$ cat src/rtl/csa_accumulator.sv
// Streaming multi-operand accumulator: folds a burst of operands into carry-save form,
// then resolves the redundant pair with a segmented carry-propagate adder.
//
// state   | meaning
// --------+---------------------------------------------------------------
// ACC     | accepting operands, compressing into (s, c)
// RESOLVE | adding one CHUNK-wide slice of s + c per cycle into result
// DONE    | result presented on out_sum/out_count until out_ready
module csa_accumulator #(
    parameter int W     = 43,
    parameter int CHUNK = 11,
    parameter int CNT_W = 16
) (
    input  logic             clk,
    input  logic             rst_n,
    input  logic             in_valid,
    output logic             in_ready,
    input  logic [W-1:0]     in_data,
    input  logic             in_last,
    output logic             out_valid,
    input  logic             out_ready,
    output logic [W-1:0]     out_sum,
    output logic [CNT_W-1:0] out_count
);

    localparam int NSEG  = (W + CHUNK - 1) / CHUNK;
    localparam int SEG_W = (NSEG > 1) ? $clog2(NSEG) : 1;
    localparam logic [SEG_W-1:0] SEG_LAST   = SEG_W'(NSEG - 1);
    localparam logic [W-1:0]     CHUNK_MASK = ~({W{1'b1}} << CHUNK);
    localparam logic [CNT_W-1:0] CNT_MAX    = '1;

    typedef enum logic [1:0] {
        ACC,
        RESOLVE,
        DONE
    } state_t;

    state_t           state;
    logic [W-1:0]     s;
    logic [W-1:0]     c;
    logic [W-1:0]     result;
    logic [CNT_W-1:0] cnt;
    logic [SEG_W-1:0] seg;
    logic             carry;

    logic [W-1:0]     s_next;
    logic [W-2:0]     maj_lo;
    logic [W-1:0]     c_next;
    logic [31:0]      shamt;
    logic [CHUNK-1:0] s_slice;
    logic [CHUNK-1:0] c_slice;
    logic [CHUNK:0]   seg_sum;
    logic [W-1:0]     result_next;
    logic [CNT_W-1:0] cnt_next;

    // 3:2 compressor row; the top majority bit would land at weight 2^W and is dropped.
    assign s_next = s ^ c ^ in_data;
    assign maj_lo = (s[W-2:0] & c[W-2:0]) | (s[W-2:0] & in_data[W-2:0])
                  | (c[W-2:0] & in_data[W-2:0]);
    assign c_next = {maj_lo, 1'b0};

    assign cnt_next = (cnt == CNT_MAX) ? cnt : cnt + 1'b1;

    // Bits shifted past W read as zero, so the short top segment needs no special case.
    assign shamt       = 32'(seg) * CHUNK;
    assign s_slice     = CHUNK'(s >> shamt);
    assign c_slice     = CHUNK'(c >> shamt);
    assign seg_sum     = {1'b0, s_slice} + {1'b0, c_slice} + (CHUNK + 1)'(carry);
    assign result_next = (result & ~(CHUNK_MASK << shamt))
                       | (W'(seg_sum[CHUNK-1:0]) << shamt);

    always_ff @(posedge clk or negedge rst_n) begin
        if (!rst_n) begin
            state     <= ACC;
            s         <= '0;
            c         <= '0;
            result    <= '0;
            cnt       <= '0;
            seg       <= '0;
            carry     <= 1'b0;
            in_ready  <= 1'b0;
            out_valid <= 1'b0;
            out_sum   <= '0;
            out_count <= '0;
        end else begin
            case (state)
                ACC: begin
                    in_ready <= 1'b1;
                    if (in_valid && in_ready) begin
                        s   <= s_next;
                        c   <= c_next;
                        cnt <= cnt_next;
                        if (in_last) begin
                            state    <= RESOLVE;
                            seg      <= '0;
                            carry    <= 1'b0;
                            in_ready <= 1'b0;
                        end
                    end
                end
                RESOLVE: begin
                    result <= result_next;
                    carry  <= seg_sum[CHUNK];
                    if (seg == SEG_LAST) begin
                        state     <= DONE;
                        out_valid <= 1'b1;
                        out_sum   <= result_next;
                        out_count <= cnt;
                    end else begin
                        seg <= seg + 1'b1;
                    end
                end
                DONE: begin
                    if (out_ready) begin
                        state     <= ACC;
                        s         <= '0;
                        c         <= '0;
                        cnt       <= '0;
                        out_valid <= 1'b0;
                        out_sum   <= '0;
                        out_count <= '0;
                        in_ready  <= 1'b1;
                    end
                end
                default: begin
                    state <= ACC;
                end
            endcase
        end
    end

endmodule

$ cat config.mk
export PLATFORM = sky130hd
export DESIGN_NAME = csa_accumulator
export DESIGN_NICKNAME = d
export VERILOG_FILES = /design/src/rtl/csa_accumulator.sv
export SDC_FILE = /design/constraint.sdc
export NUM_CORES = 1
export LEC_CHECK = 0
export CORE_UTILIZATION = 60
export CTS_CLUSTER_DIAMETER = 120
export DETAILED_ROUTE_END_ITERATION = 8
export MAX_ROUTING_LAYER = met4
export PLACE_DENSITY_LB_ADDON = 0.08
export SLEW_MARGIN = 20
export SYNTH_ARGS = -nofsm -noshare
export SYNTH_HDL_FRONTEND = slang
export SYNTH_SLANG_ARGS = --single-unit
export TNS_END_PERCENT = 10
$ cat constraint.sdc
create_clock -name clk -period 5.6 [get_ports clk]
set_input_delay 1.12 -clock clk [delete_from_list [all_inputs] [get_ports clk]]
set_output_delay 1.12 -clock clk [all_outputs]
set_load 0.005 [all_outputs]
* After elaboration in Yosys (flattened, before gate mapping) *
Cells that the tools add are included.

operators by class
  shifts and indexed selects = 4
  muxes and demuxes = 32
  add/sub/neg operators = 4
  multipliers = 1
  eq/ne operators = 10
  reduce and logical (&&, ||, !) cells = 12
  bitwise logic cells = 10

operators by type and width
  cell                     number
  $pmux W43 S2             3
  $mux W43                 4
  $and A42 B42 Y42         3
  $shr A43 B6 Y11          2
  $xor A43 B43 Y43         2
  $or A42 B42 Y42          2
  $mux W16                 4
  $pmux W16 S2             2
  $and A43 B43 Y43         1
  $not A43 Y43             1
  $or A43 B43 Y43          1
  $shl A11 B6 Y43          1
  $shl A11 B6 Y43 const A  1
  $add A16 B1 Y16 const B  1
  $eq A16 B16 Y1 const B   1
  $mux W2                  7
  $add A11 B11 Y12         1
  $add A12 B1 Y12          1
  $ne A2 B2 Y1 const B     6
  $reduce_and A4 Y1        3
  $reduce_and A3 Y1        3
  $mux W1                  7
  $mul A2 B4 Y6 const B    1
  $pmux W1 S2              3
  9 further kinds          12

storage, ports and cells
  input port bits = 48
  bits in registers = 211
  logic and storage cells = 84
  output and inout bits = 61

* Logic depth before layout (Yosys ltp) *
  word-level depth = 8
  gate-level depth with buffers = 12
  gate-level depth less buffers = 12

* Worst setup path before layout *
No wires, ideal clock.

  path kind = register to register
  start = register seg[0]
  end = register out_sum[21]
  required time = 5.522 ns
  stages on the path, launching flop included = 12
  arrival = 3.517 ns
  clock period less this slack = 3.595 ns
  path buffers = 2
  path slack = 2.005 ns
  library setup time = 0.078 ns
  cell sequence = dfrtp_1 > clkbuf_1 > buf_2 > mux4_2 > fa_1 > fa_1 > a21oi_1 > nor2b_1 > a31oi_4 > o311ai_1 > mux2_2 > o21ai_1

between the ends
  word-level cells in the longest chain between the ends = 8
  elaborated cells on any way between the ends = 15
  classes of those cells = add/sub: 2; mul: 1; eq/ne: 2; shift: 4; mux: 2; bitwise: 3; reduce/logical: 1

RTL lines
  element                             RTL line  text
  from (decl)                         43        logic [SEG_W-1:0] seg;
  from (signal assigned)              110       seg <= seg + 1'b1;
  $mul A2 B4 Y6                       65        assign shamt = 32'(seg) * CHUNK;
  $shr A43 B6 Y11 (on tied branches)  66, 67
  $add A11 B11 Y12                    68        assign seg_sum = {1'b0, s_slice} + {1'b0, c_slice} + (CHUNK + 1)'(carry);
  $add A12 B1 Y12                     68
  $shl A11 B6 Y43                     70        | (W'(seg_sum[CHUNK-1:0]) << shamt);
  $or A43 B43 Y43                     70
  $mux W43                            104       if (seg == SEG_LAST) begin
  $pmux W43 S2                        86        case (state)
  to (signal assigned)                107       out_sum <= result_next;
  to (decl)                           22        output logic [W-1:0] out_sum,

Several ways; a longest one is shown, not always the timed one. The select of a mux whose other input is x is not followed.
A chain may end at the register's enable or synchronous reset.

* Worst setup path in the final report *
  start = register seg[0]
  end = register out_sum[7]

The elaborated chain is that of the path after synthesis.

==> impl_results.md <==
- FMAX: around 0.25 GHz
- Post-CTS setup buffer count: 0
- Outcome: finished clean
- WP data required: 5.97 ns
- Power per cell area: 600 nW/um^2
- Util after Layout: approximately 70%
- CTS Hold Bufs: 0
- Detail Route Antenna Nets: 0
- Root Driver: clkbuf_16
- RSZ-0062 raised after global routing: false
- Crit-path cells: buf_4, mux4_2, ha_1, o21ai_0, a21oi_1, a21oi_1, nor3_1, nand3_1, nand2_1
- FF+latch count, synth: 200
- Rows: 46
- Worst Setup Start Kind: flip-flop
- Share of layout cells above drive strength 1: around 8%
- Initial Utilization: just over 60%
- CTS tree: built
- Area grow syn2layout: 17.8%
- Drt drc: 0
- Min Tclk post-route: 3.93 ns
- Setup CP Type: flip-flop to flip-flop
- Clk_lat worst skew: roughly 0.43 ns
- Synth Area per Inst: 12.4 um^2
- Final setup vio count: 0
- Total power: ~6.8 mW
- Die Ht: 129 um
- CTS Buffer Depth: 2
- Clock Sinks: 200
- FF-to-FF setup slack: 1.67 ns
- IO Pins: 109
- Drt total wl: roughly 22 mm
- Syn Nets: 887
- Post-synth EDFFs: 0
- Nets: 972
- Type of the worst min-delay path: flip-flop to flip-flop
- FILL cells: roughly 1100
- Slew Viols, Final: 0
- CP bufs+invs: 1
- Netlist Area Pre-Place: slightly below 10000 um^2
- WP data arrival: 4.30 ns
- Cts repair resizes: 0
- Initial antenna violation count: 0
- Ys async rst share: 100%
- CP most frequent cell: a21oi_1
- CTS buffer count: 17
- Total congestion overflow: 0
- CP max stage cell: dfrtp_1
- Final instance area: approximately 11000 um^2
- Peak supply drop: 0.296 mV
- Via count: 6811
- Cell family contributing the most delay on the critical path: simple AND/OR/NAND/NOR gates
- Initial DRC count: just under 600
- Largest net degree at the start of global routing: between 100 and 150
- Setup crit end kind: flip-flop
- Max Cap Viol: 0
- Worst Skew: between 0.007 and 0.008 ns
- H-Tree Depth: 4
- Port Buffers: between 100 and 150
- Clk slew on worst S/H paths: 0.07 ns
- Global-route wire length before repair: 37.1 mm
- Rel. slew slack: 35.2%
- WHS: 0.483 ns
- Vias in the first global route: 6805
- Per-cell routed wire length: between 20 and 25 um
- Measured slew at the worst slew-check pin: about 1 ns
- Area after DPL: roughly 11000 um^2
- Top_reg_cell synth: dfrtp_1
- Antenna diodes: 0
- Final TNS setup: 0 ns
- Cell count after synthesis: 780
- CORE AREA: about 16000 um^2
- First-pass DRT Iterations: 5
- Lkg Pwr: approximately 5 nW
- Hold Violations, Final: 0
- HPWL Detailed: 15.7 mm
- CP Max Fanout: 17
- Vias/cell: roughly 6.2
- Placer Congestion: 0.892
- Die area: around 17000 um^2
- Register area share after synthesis: 51.8%
- Synthesis Warnings: 0
- GRT Total Usage: 30.5%
- Crit-path max cell delay: around 0.91 ns
- Netlist cell types: 54
- Final period utilization: 70.2%
- Die width: around 130 um
power by group:
group,switching (mW),internal (mW),total [mW]
clock network,0.537,0.566,1.10
registers,0.521,1.99,2.51
logic,1.73,1.49,3.21
total,2.79,4.04,6.83
placed cells by master, fill, tap and decap left out, types with 12 or more instances in the layout:
cell             instances
dfrtp_1                200
a22o_1                 119
clkdlybuf4s50_1        107
nand2_1                 70
o21ai_0                 59
fa_1                    43
nor2_1                  28
a21oi_1                 25
mux4_2                  19
clkbuf_16               17
ha_1                    16
nand3_1                 15
a22oi_1                 15
xor2_1                  14
nor2b_1                 12
worst reg2reg max path: cells and delay by family, from the launching register on:
family,cells,cell delay [ns]
and+or+nand+nor,3,1.01
AOI/OAI and AO/OA,3,0.48
DFF,1,0.91
muxes,1,0.55
buffers and inverters,1,0.42
adders and majority gates,1,0.49
path summary, 6_finish.rpt:
| check | start | end | depth (start not counted) |
|---|---|---|---|
| worst max-delay path | seg[0] | out_sum[7] | 9 |
| worst min-delay path | out_valid | out_valid | 2 |
| worst max register to register | seg[0] | out_sum[7] | 9 |
| worst min register to register | out_valid | out_valid | 2 |
| max in group asynchronous | rst_n | state[1] | 2 |
| min in group asynchronous | rst_n | out_sum[13] | 1 |
Yosys cell counts, types with 3 or more instances:
cell type	instances	share of area, %
nor2_2	3	0.19
nand2b_1	3	0.19
xnor2_1	8	0.73
inv_1	10	0.39
ha_1	16	2.1
a21oi_1	25	1.3
or3_1	3	0.19
o31ai_1	3	0.23
o21ai_1	4	0.21
xor2_1	14	1.3
mux2i_1	4	0.41
a22oi_1	15	1.2
o21ai_0	59	3.1
nand4_1	4	0.26
fa_1	43	8.9
buf_1	3	0.12
a22o_1	119	11
a31oi_1	4	0.26
nor3_1	8	0.41
mux4_2	19	4.4
nor2b_1	12	0.78
nand3_1	15	0.78
clkbuf_1	26	1.0
nand2_1	70	2.7
dfrtp_1	200	52
and3_1	5	0.32
nor2_1	28	1.1
buf_2	18	0.93
a221oi_1	6	0.54
cell type report:
cell class / instances / area, um^2 / share of cell area, %
clock buffer: 20 / 437 / 3.84
tap: 216 / 270 / 2.38
sequential: 200 / 5000 / 44.0
inverter: 10 / 37.5 / 0.330
multi-input combinational: 521 / 4410 / 38.8
timing repair buffer: 115 / 1140 / 10.0
clock inverter: 11 / 78.8 / 0.693
per-stage QoR:
step,std cells,setup slack [ns]
floorplan,780,2.01
global placement,1062,1.85
detailed placement,1062,1.70
CTS,1093,1.68
global route,1093,1.24
finish,1093,1.67
cell families (layout without fill, tap and decap cells):
family | Yosys count | count (layout) | synth area share, %
XOR/XNOR | 24 | 24 | 2.33
multiplexers | 24 | 24 | 4.96
adder cells (fa/ha/maj) | 59 | 59 | 11.0
AO/OA/AOI/OAI | 248 | 248 | 19.0
flip-flops | 200 | 200 | 51.8
buffers and inverters | 59 | 156 | 2.60
AND/OR/NAND/NOR | 166 | 166 | 8.32
metal layers:
metal	up-vias	wire length, um	GRT usage [%]
met5	-	0	-
met4	0	380	8.65
met2	231	10800	45.8
met1	3492	10100	43.4
li1	3053	-	-
met3	35	978	4.99
sequential cells by signal, summed over array words and instances (netlist names):
register and count:
c 42, out_sum 43, in_ready 1, seg 2, state 2, s 43, carry 1, out_valid 1
out_count 16, cnt 16, result 33
Note: power is estimated with default switching activity, not from simulation.
